### config.mk
export PLATFORM = sky130hd
export DESIGN_NAME = clint_tick_sequencer
export DESIGN_NICKNAME = d
export VERILOG_FILES = /design/src/rtl/clint_tick_sequencer.sv
export SDC_FILE = /design/constraint.sdc
export NUM_CORES = 1
export LEC_CHECK = 0
export BUFFER_PORTS_ARGS = -buffer_cell sky130_fd_sc_hd__buf_2
export CAP_MARGIN = 20
export CORE_MARGIN = 8
export CORE_UTILIZATION = 44
export CTS_CLUSTER_DIAMETER = 50
export CTS_CLUSTER_SIZE = 25
export DETAILED_ROUTE_END_ITERATION = 8
export GPL_TIMING_DRIVEN = 0
export MAX_ROUTING_LAYER = met4
export RECOVER_POWER = 25
export SYNTH_ARGS = -nofsm -noshare
export SYNTH_HDL_FRONTEND = slang
export SYNTH_SLANG_ARGS = --single-unit
### constraint.sdc
create_clock -name clk -period 7.4 [get_ports clk]
set_input_delay 0 -clock clk [delete_from_list [all_inputs] [get_ports clk]]
set_output_delay 0 -clock clk [all_outputs]
set_load 0.02 [all_outputs]
### src/rtl/clint_tick_sequencer.sv
// clint_tick_sequencer: bus initiator toward the CLINT timer responder.
// On start it reads mtime atomically (hi / lo / hi, retrying on a carry into
// the high word), adds the programmed interval and writes the sum to
// mtimecmp using the glitch-free lo=all-ones / hi / lo order.
// Optional build macro TICK_AUTO_RELOAD_EN adds mtip/reload_en: an mtip rising
// edge in IDLE re-arms mtimecmp at target + interval without reading mtime.
module clint_tick_sequencer #(
   parameter logic [31:0] BASE         = 32'h0000_0000,
   parameter logic [31:0] MTIME_OFF    = 32'h0000_BFF8,
   parameter logic [31:0] MTIMECMP_OFF = 32'h0000_4000,
   parameter int unsigned TIMEOUT      = 64
) (
   input  logic        clk,
   input  logic        rst,
   input  logic        start,
   input  logic [63:0] interval,
   output logic        tmr_valid,
   output logic        tmr_instr,
   output logic [31:0] tmr_addr,
   output logic [31:0] tmr_wdata,
   output logic [3:0]  tmr_wstrb,
   input  logic [31:0] tmr_rdata,
   input  logic        tmr_ready,
   output logic        busy,
   output logic        done,
   output logic        err,
   output logic [63:0] target
`ifdef TICK_AUTO_RELOAD_EN
   ,
   input  logic        mtip,
   input  logic        reload_en
`endif
);

   localparam int unsigned CNT_W = $clog2(TIMEOUT + 1);
   localparam logic [CNT_W-1:0] CNT_LAST = CNT_W'(TIMEOUT - 1);

   localparam logic [31:0] MT_LO  = BASE + MTIME_OFF;
   localparam logic [31:0] MT_HI  = BASE + MTIME_OFF + 32'd4;
   localparam logic [31:0] CMP_LO = BASE + MTIMECMP_OFF;
   localparam logic [31:0] CMP_HI = BASE + MTIMECMP_OFF + 32'd4;

   typedef enum logic [3:0] {
      IDLE, RD_HI1, RD_LO, RD_HI2, CALC, WR_LOMAX, WR_HI, WR_LO, FIN
   } state_t;

   state_t           state;
   logic [CNT_W-1:0] wait_cnt;
   logic [63:0]      interval_q;
   logic [31:0]      hi1;
   logic [31:0]      lo;
   logic [63:0]      tgt;
   logic             resp;
   logic             reload_edge;

   // A response only counts once the issue cycle is over.
   assign resp      = tmr_ready & ~tmr_valid;
   assign tmr_instr = 1'b0;

`ifdef TICK_AUTO_RELOAD_EN
   logic mtip_q;

   // Remember the previous mtip level for rising-edge detection.
   always_ff @(posedge clk) begin
      if (!rst) mtip_q <= 1'b0;
      else      mtip_q <= mtip;
   end

   assign reload_edge = reload_en & mtip & ~mtip_q;
`else
   assign reload_edge = 1'b0;
`endif

   // Sequencer FSM: owns every bus output, status output and the wait counter.
   always_ff @(posedge clk) begin
      if (!rst) begin
         state     <= IDLE;
         wait_cnt  <= '0;
         tmr_valid <= 1'b0;
         tmr_addr  <= '0;
         tmr_wdata <= '0;
         tmr_wstrb <= '0;
         busy      <= 1'b0;
         done      <= 1'b0;
         err       <= 1'b0;
         target    <= '0;
      end else begin
         done <= 1'b0;
         err  <= 1'b0;
         case (state)
            IDLE: begin
               if (start) begin
                  state     <= RD_HI1;
                  busy      <= 1'b1;
                  tmr_valid <= 1'b1;
                  tmr_addr  <= MT_HI;
                  tmr_wstrb <= 4'h0;
                  wait_cnt  <= '0;
               end else if (reload_edge) begin
                  state     <= WR_LOMAX;
                  busy      <= 1'b1;
                  tmr_valid <= 1'b1;
                  tmr_addr  <= CMP_LO;
                  tmr_wdata <= 32'hFFFF_FFFF;
                  tmr_wstrb <= 4'hF;
                  wait_cnt  <= '0;
               end
            end
            CALC: begin
               state     <= WR_LOMAX;
               tmr_valid <= 1'b1;
               tmr_addr  <= CMP_LO;
               tmr_wdata <= 32'hFFFF_FFFF;
               tmr_wstrb <= 4'hF;
               wait_cnt  <= '0;
            end
            FIN: begin
               state <= IDLE;
            end
            default: begin
               // Shared access handling for every RD_* / WR_* state.
               if (tmr_valid) begin
                  tmr_valid <= 1'b0;
               end else if (tmr_ready) begin
                  wait_cnt <= '0;
                  case (state)
                     RD_HI1: begin
                        state     <= RD_LO;
                        tmr_valid <= 1'b1;
                        tmr_addr  <= MT_LO;
                     end
                     RD_LO: begin
                        state     <= RD_HI2;
                        tmr_valid <= 1'b1;
                        tmr_addr  <= MT_HI;
                     end
                     RD_HI2: begin
                        if (tmr_rdata != hi1) begin
                           state     <= RD_LO;
                           tmr_valid <= 1'b1;
                           tmr_addr  <= MT_LO;
                        end else begin
                           state <= CALC;
                        end
                     end
                     WR_LOMAX: begin
                        state     <= WR_HI;
                        tmr_valid <= 1'b1;
                        tmr_addr  <= CMP_HI;
                        tmr_wdata <= tgt[63:32];
                     end
                     WR_HI: begin
                        state     <= WR_LO;
                        tmr_valid <= 1'b1;
                        tmr_addr  <= CMP_LO;
                        tmr_wdata <= tgt[31:0];
                     end
                     default: begin
                        state  <= FIN;
                        target <= tgt;
                        done   <= 1'b1;
                        busy   <= 1'b0;
                     end
                  endcase
               end else if (wait_cnt == CNT_LAST) begin
                  state <= FIN;
                  done  <= 1'b1;
                  err   <= 1'b1;
                  busy  <= 1'b0;
               end else begin
                  wait_cnt <= wait_cnt + 1'b1;
               end
            end
         endcase
      end
   end

   // Datapath registers: latched interval, mtime words and the computed target.
   always_ff @(posedge clk) begin
      if (state == IDLE && start) interval_q <= interval;
      if (resp && (state == RD_HI1 || state == RD_HI2)) hi1 <= tmr_rdata;
      if (resp && state == RD_LO) lo <= tmr_rdata;
      if (state == CALC) tgt <= {hi1, lo} + interval_q;
      else if (state == IDLE && !start && reload_edge) tgt <= target + interval_q;
   end

endmodule

# After elaboration in Yosys (flattened, before gate mapping)
# Index checks and enable logic that the tools add are counted.
[classes] addsub=2 multipliers=0 n_div=0 magnitude_cmp=0 eq_ne=17 n_shift=0 n_mux=38 bitwise=8 reduce_logical=27
[op_table] op="$mux W32" n=6
[op_table] op="$pmux W32 S5" n=1
[op_table] op="$pmux W32 S2" n=2
[op_table] op="$pmux W32 S3" n=1
[op_table] op="$add A64 B64 Y64" n=1
[op_table] op="$ne A32 B32 Y1" n=1
[op_table] op="$mux W7" n=4
[op_table] op="$pmux W7 S3" n=1
[op_table] op="$mux W4" n=5
[op_table] op="$pmux W4 S5" n=1
[op_table] op="$eq A4 B3 Y1 const B" n=3
[op_table] op="$pmux W4 S3" n=1
[op_table] op="$reduce_and A4 Y1" n=3
[op_table] op="$mux W1" n=11
[op_table] op="$reduce_or A5 Y1" n=2
[op_table] op="$reduce_bool A3 Y1" n=3
[op_table] op="$eq A4 B2 Y1 const B" n=2
[op_table] op="$pmux W4 S2" n=1
[op_table] op="$add A7 B1 Y7 const B" n=1
[op_table] op="$eq A7 B6 Y1 const B" n=1
[op_table] op="$not A1 Y1" n=7
[op_table] op="$reduce_bool A7 Y1" n=1
[op_table] op="$reduce_and A6 Y1" n=1
[op_table] op="$reduce_or A6 Y1" n=1
[op_table] op="other kinds (24)" n=31
[totals] regBits=339 latchBits=0 ramBits=0 romBits=0 input_bits=100 wordCells=106 n_memories=0

# Depth between registers and ports, before layout
# Gate-level depths: netlist of run 1.
[logic_depth] depth_word=6 mapped_depth=10 depth_no_buf=10

# Worst setup path before layout of run 1
# Ideal clock, no wire load.
[synth_path] kind="register to register" startpoint="register state[3]" endpoint="register lo[0], enable pin" setup_time_ns=0.502 t_arrival_ns=3.704 required_time_ns=6.898 slack_ns=3.195 path_stages_with_launch=3 n_path_buf=1 period_less_slack_ns=4.205 cell_sequence="dfxtp_1 -> clkbuf_1 -> nor4_1"
[synth_via] elab_chain_cells=2
[synth_lines] item="from (decl)" line_no="47" text="state_t state;"
[synth_lines] item="from (signal assigned)" line_no="77" text="state <= IDLE;"
[synth_lines] item="from (signal assigned)" line_no="93" text="state <= RD_HI1;"
[synth_lines] item="from (signal assigned)" line_no="100" text="state <= WR_LOMAX;"
[synth_lines] item="$eq A4 B2 Y1" line_no="182" text="if (resp && state == RD_LO) lo <= tmr_rdata;"
[synth_lines] item="$logic_and A1 B1 Y1" line_no="182"
[synth_lines] item="to (signal assigned)" line_no="182"
[synth_lines] item="to (decl)" line_no="51" text="logic [31:0] lo;"
# Every way passes these cells.
# A chain may end at the register's enable or synchronous reset.

# Worst setup path after layout of run 1
[layout_path] startpoint="register interval_q[30]" endpoint="register tgt[57], data pin"
[layout_via] elab_chain_cells=1
[layout_lines] item="from (decl)" line_no="49" text="logic [63:0] interval_q;"
[layout_lines] item="from (signal assigned)" line_no="180" text="if (state == IDLE && start) interval_q <= interval;"
[layout_lines] item="$add A64 B64 Y64" line_no="183" text="if (state == CALC) tgt <= {hi1, lo} + interval_q;"
[layout_lines] item="to (signal assigned)" line_no="183"
[layout_lines] item="to (signal assigned)" line_no="184" text="else if (state == IDLE && !start && reload_edge) tgt <= target + interval_q;"
[layout_lines] item="to (decl)" line_no="52" text="logic [63:0] tgt;"
# Every way passes these cells.

==> results of run 1 <==
==> per-layer routing <==
layer	track usage	vias to the layer above	routed length (microns)
met5	-	-	0
met4	0.0500	0	931
met3	0.0273	59	3100
met2	0.368	439	21300
met1	0.320	5721	21300
li1	-	5836	-
==> worst max path at each step <==
stage | start | to | depth (start not counted)
global placement | state[1]$_SDFFE_PN0P_ | lo[0]$_DFFE_PP_ | 3
CTS | lo[30]$_DFFE_PP_ | tgt[57]$_DFFE_PP_ | 10
detailed placement | lo[30]$_DFFE_PP_ | tgt[57]$_DFFE_PP_ | 10
floorplan | state[3]$_SDFFE_PN0P_ | lo[0]$_DFFE_PP_ | 2
global route | interval_q[30]$_DFFE_PP_ | tgt[57]$_DFFE_PP_ | 10
finish | interval_q[30]$_DFFE_PP_ | tgt[57]$_DFFE_PP_ | 10
==> timing repair <==
| action | CTS | global route |
|---|---|---|
| setup buffers | 0 | 0 |
| resized for setup | 0 | 0 |
| hold buffers | 100 | 0 |
| endpoints found under the hold margin | 141 | 0 |
==> per-stage QoR <==
stage / instance area [sq um] / util / hold slack [ps] / setup WS (ps) / total power [mW]
5_1_grt: 18500 / 0.556 / 118 / 3610 / 5.77
2_1_floorplan: 14800 / - / 78.1 / 3190 / 3.34
4_1_cts: 18600 / 0.558 / 105 / 3820 / 5.52
3_5_place_dp: 16600 / 0.498 / 178 / 3850 / 3.92
6_report: 18500 / 0.556 / 136 / 3780 / 5.50
3_3_place_gp: 16500 / 0.495 / 176 / 564 / 3.92
==> cells by family after synthesis <==
kind of cell / synth area share
AO/OA/AOI/OAI: 0.161
XOR/XNOR: 0.0587
adder cells (fa/ha/maj): 0.0556
buffers and inverters: 0.0402
flip-flops: 0.546
multiplexers: 0.0237
other: 0.000254
AND/OR/NAND/NOR: 0.115
==> worst max-delay path: cells and delay by family (launching register included) <==
kind / cells / cell delay, ps
adder cells (fa/ha/maj): 1 / 320
flip-flops: 1 / 450
buffers and inverters: 1 / 310
XOR/XNOR: 1 / 150
AO/OA/AOI/OAI: 3 / 1090
AND/OR/NAND/NOR: 4 / 1050
==> power by group through the flow <==
stage / Clock [mW] / Combinational, mW / Sequential (mW)
global placement: 0 / 1.69 / 2.23
detailed placement: 0 / 1.71 / 2.21
CTS: 1.58 / 1.76 / 2.18
floorplan: 0 / 1.13 / 2.21
global route: 1.65 / 1.93 / 2.19
finish: 1.55 / 1.78 / 2.18
==> cell type report <==
type | instances | area [sq um] | share of cell area
diodes | 1 | 2.50 | 0.000135
plain buffers | 94 | 480 | 0.0260
clock buffers | 36 | 825 | 0.0445
clock inverters | 20 | 201 | 0.0109
inverters | 30 | 113 | 0.00608
multi-input cells | 990 | 6180 | 0.334
flip-flops and latches | 307 | 8070 | 0.436
well taps | 448 | 561 | 0.0303
repair buffers | 323 | 2080 | 0.113
==> registers in the layout, indices dropped and copies added, names as in the netlist <==
signal	flops
busy	1
done	1
err	1
hi1	32
interval_q	64
lo	32
state	4
target	64
tgt	64
tmr_addr	3
tmr_valid	1
tmr_wdata	32
tmr_wstrb	1
wait_cnt	7
==> cell usage in the layout (no fill, tap or decap), types with 4 or more instances in the layout <==
| cell type | synthesis | routed |
|---|---|---|
| nand2_1 | 205 | 205 |
| edfxtp_1 | 192 | 192 |
| a21oi_1 | 160 | 160 |
| buf_2 | 0 | 155 |
| clkbuf_1 | 59 | 121 |
| dfxtp_1 | 115 | 115 |
| dlygate4sd3_1 | 0 | 100 |
| o21ai_0 | 80 | 80 |
| nor2_1 | 64 | 64 |
| ha_1 | 64 | 64 |
| xor2_1 | 55 | 55 |
| xnor2_1 | 44 | 44 |
| buf_4 | 34 | 39 |
| a31oi_1 | 38 | 38 |
| mux2i_1 | 35 | 35 |
| clkbuf_16 | 0 | 31 |
| inv_1 | 29 | 27 |
| a21o_1 | 26 | 26 |
| nand4_1 | 25 | 25 |
| o21bai_1 | 22 | 22 |
| conb_1 | 1 | 19 |
| nor3_1 | 17 | 17 |
| nand3_1 | 13 | 13 |
| nor4_1 | 12 | 11 |
| a211oi_1 | 9 | 9 |
| and3_1 | 9 | 8 |
| o211ai_1 | 7 | 7 |
| or3_1 | 6 | 6 |
| nand3b_1 | 6 | 6 |
| inv_6 | 0 | 6 |
| o21a_1 | 5 | 5 |
| and4_1 | 4 | 4 |
| a21boi_0 | 4 | 4 |
| nor2b_1 | 4 | 4 |
==> impl_metrics.toml, run 1 <==
[yosys]
netlist_instances = 1403
async_flop_share = 0
seq_area_frac_synth = 0.546
ys_seq_elements = 307
yosysTopAreaCell = "edfxtp_1"
yosys-top-cells-area = "edfxtp_1, dfxtp_1, a21oi_1, ha_1, nand2_1"
post-synth-top-count-cell = "nand2_1"
syn_area_sq_mm = 0.0148
synthTopCellsByCount = "nand2_1, edfxtp_1, a21oi_1"
synth_edf_count = 192
ys.flop_type = "edfxtp_1"
yosys_warnings = 0
syn_area_per_cell_sq_um = 10.5
synth_cell_types = 68
synth_top_area_share = 0.390

[floorplanning]
io_pins = 237
rows = 67
dieHeight_microns = 199
core-area_sq_mm = 0.0333
dieArea_sq_mm = 0.0397
initial_utilization = 0.444
die_x_microns = 199

[worst_setup_path]
rrSetupSlack_ps = 3780
cp_data_required_time_ps = 7710
crit_chain = "ha_1 > clkbuf_1 > and2_1 > nand4_1 > or2_2 > a2111oi_1 > nor3_1 > o21ai_1 > a21oi_1 > xnor2_1"
r2r-end = "tgt[57]$_DFFE_PP_"
reg2regPathDepth = 10
rr_startpoint = "interval_q[30]$_DFFE_PP_"
cp_data_arrival_time_ps = 3930
path_max_fanout = 8
worstSetupStartpointType = "flip-flop"
end_kind = "flip-flop"
crit_slowest_cell = "a2111oi_1"
slowest_delay_ps = 580
worst-setup-path-type = "reg -> reg"

[global_route]
grt-ovfl-total = 0
grt_pass1_wl_mm = 68.8
grt_pass1_vias = 11600
grt_max_degree = 48
antenna_found_initial = 1
track_usage = 0.233

[hold_path]
holdPathEnd = "interval_q[29]$_DFFE_PP_"
hp-class = "in -> reg"
hold_depth = 2
worstHoldStart = "interval[29]"

[pwr]
clock_power_share = 0.281
power_density_mw_per_mm2 = 297
switching_power_mw = 1.94
p_seq_frac = 0.396
p_int_mw = 3.56
peakVddDrop_mv = 0.223
p_sw_frac = 0.353
pwr-share-comb = 0.323
p_leak_nw = 7.14

[routing]
vias = 12100
wl_per_cell_microns = 20.7
detail-route-antenna-nets = 0
first_iter_violations = 952
routed_wl_mm = 46.6
drc = 0
vias_per_cell = 5.36
firstDrtPassIters = 6

[placed_design]
gp_congestion = 0.938
post-place-cells = 2092
portBuffers = 216
dp_hpwl_mm = 36.7

[timing]
worstMarginPinSlew_ps = 968
rsz0062_at_grt = "no"
skew_ps = 15.1
slew_viol_final = 0
setup_tns_ps = 0
setup_viol = 0
hold_viol = 0
period_needed_ps = 3620
slew_headroom = 0.349
fmax_mhz = 276
timing.final.crit_share = 0.489

[clocking]
cts_buffers = 30
clkLatencyLatePin_ps = 570
clk_pin_slew_ps = 70
cts-root-buf = "clkbuf_16"
htreeDepth = 1
cts.path.max_buffers = 3
cts_tree = "built"
cts_sinks = 307

[status]
outcome = "completed"

[finish]
fillers = 3020
fin_nets = 1941
drive_gt1_frac = 0.148
finalNonFillerCells = 2249
synthToLayoutAreaGrowth_pct = 25.4

[flow_run]
maxCapViolCount = 0
Power figures use the tool's default switching activity.
==> inputs of run 2 (changes only) <==
==> constraint.sdc (replaced) <==
create_clock -name clk -period 3.7 [get_ports clk]
set_input_delay 0 -clock clk [delete_from_list [all_inputs] [get_ports clk]]
set_output_delay 0 -clock clk [all_outputs]
set_load 0.02 [all_outputs]
==> run 2 against run 1 <==
Sequential share of layout area is 0.72 points lower. Critical path depth unchanged. Hold slack gained 20 ps. Global-route usage grew 0.57 points. Die area did not move. Combinational power up 100%. Routed wire length increased by 0.44%. Utilization is 0.93 points higher. Largest cell class unchanged. Maximum frequency rose by 3.8%. Highest routed layer unchanged. Power increased by 110%. Sequential cell count unchanged. Cell count grew 0.36%.
==> impl_metrics.toml, run 2 (same netlist as run 1, synthesis figures left out) <==
[pwr]
p_leak_nw = 7.28
p_seq_frac = 0.370
power_density_mw_per_mm2 = 624
p_sw_frac = 0.347
clock_power_share = 0.326
pwr-share-comb = 0.304
p_int_mw = 7.66
switching_power_mw = 4.08
peakVddDrop_mv = 0.691

[timing]
hold_viol = 0
rsz0062_at_grt = "no"
skew_ps = 26.6
slew_viol_final = 0
fmax_mhz = 286
worstMarginPinSlew_ps = 944
timing.final.crit_share = 0.943
setup_viol = 0
period_needed_ps = 3490
slew_headroom = 0.371

[clocking]
clkLatencyLatePin_ps = 560
cts_buffers = 37
cts.path.max_buffers = 3
cts_tree = "built"
clk_pin_slew_ps = 60
cts_sinks = 307
htreeDepth = 2
cts-root-buf = "clkbuf_16"

[global_route]
grt_max_degree = 47
grt-ovfl-total = 0
track_usage = 0.239
grt_pass1_wl_mm = 69.8
antenna_found_initial = 1
grt_pass1_vias = 12000

[finish]
fillers = 2972
layout.cells.most_common = "nand2_1"
synthToLayoutAreaGrowth_pct = 27.5
drive_gt1_frac = 0.154
reg_top3 = "interval_q (64), target (64), tgt (64)"
final_area_sq_mm = 0.0188
diodes = 0
fin_nets = 1945
layout_common_cells = "nand2_1, edfxtp_1, a21oi_1, buf_2, clkbuf_1"
fin_util = 0.566

[worst_setup_path]
cp_data_arrival_time_ps = 3790
crit_chain = "ha_1 > fa_1 > a21o_1 > a221oi_4 > o21ai_2 > a211oi_4 > o21ai_2 > a41o_1 > or4_1 > o2111a_1"
slowest_delay_ps = 480
end_kind = "flip-flop"
cp_num_buf_inv = 0
crit_family = "compound AO/OA/AOI/OAI gates"
cp_data_required_time_ps = 4000
crit_slowest_cell = "or4_1"
crit_top_cell = "o21ai_2"
worst-setup-path-type = "reg -> reg"
worstSetupStartpointType = "flip-flop"
path_max_fanout = 4

[flow_run]
maxCapViolCount = 0

[placed_design]
dpl-instance-area_sq_mm = 0.0166
portBuffers = 216
dp_hpwl_mm = 36.6
gp_congestion = 0.949

[floorplanning]
initial_utilization = 0.444
die_x_microns = 199
core-area_sq_mm = 0.0333
dieHeight_microns = 199
rows = 67
dieArea_sq_mm = 0.0397
io_pins = 237

[routing]
firstDrtPassIters = 5
wl_per_cell_microns = 20.7
first_iter_violations = 756
vias = 12000
detail-route-antenna-nets = 0
drc = 0
vias_per_cell = 5.34
routed_wl_mm = 46.8

[status]
outcome = "completed"

[hold_path]
hp-class = "in -> reg"
run 2: cell count changes in the layout (fill, tap and decap cells not counted), moves of 2 or more:
cell       previous run  this run
clkbuf_16            31        38
clkinv_1              0         2
bufinv_16             1         4
buf_4                39        34
clkbuf_8              3         0
inv_8                 2         5
clkinv_4              0         3
clkinv_2              3         1
run 2: cell type report:
type / instances / area [sq um] / area share
clock inverter: 29 / 367 / 0.0195
inverter: 30 / 113 / 0.00598
multi-input combinational: 990 / 6210 / 0.330
sequential: 307 / 8070 / 0.429
clock buffer: 39 / 955 / 0.0507
tap: 448 / 561 / 0.0298
buffer: 94 / 480 / 0.0255
timing repair buffer: 320 / 2070 / 0.110
run 2: per-layer routing:
metal / up-vias / GRT usage / part of all wire
li1: 5841 / - / -
met3: 64 / 0.0354 / 0.060
met2: 402 / 0.368 / 0.45
met4: 0 / 0.0807 / 0.025
met1: 5741 / 0.320 / 0.47
met5: - / - / 0
run 2: path summary, 6_finish.rpt:
path	to	slack (ps)	startpoint	cells past startpoint
worst max-delay path	tgt[50]$_DFFE_PP_	210	interval_q[0]$_DFFE_PP_	10
worst min-delay path	interval_q[49]$_DFFE_PP_	160	interval[49]	2
worst max register to register	tgt[50]$_DFFE_PP_	210	interval_q[0]$_DFFE_PP_	10
worst min register to register	target[3]$_SDFFE_PN0P_	450	target[3]$_SDFFE_PN0P_	2
run 2: what timing repair did:
item	in CTS	in global routing
setup endpoints to repair	0	5
hold buffers	100	0
gates resized for setup	0	3
buffers inserted	0	0
endpoints found under the hold margin	139	0
run 2: power groups by stage:
stage | Combinational [mW] | Clock (mW) | Sequential, mW
2_1_floorplan | 2.26 | 0 | 4.41
3_3_place_gp | 3.40 | 0 | 4.44
5_1_grt | 3.89 | 4.03 | 4.37
4_1_cts | 3.53 | 3.91 | 4.35
3_5_place_dp | 3.43 | 0 | 4.42
6_report | 3.57 | 3.83 | 4.34
run 2: stage by stage:
stage	hold slack [ps]	setup slack, ps	TNS, ps	std cells	total power, mW
finish	156	209	0	2257	11.7
global route	144	43.1	0	2257	12.3
CTS	116	88.1	0	2257	11.8
detailed placement	178	116	0	2089	7.85
global placement	176	-659	-20890	2085	7.84
floorplan	78.1	645	0	1421	6.67
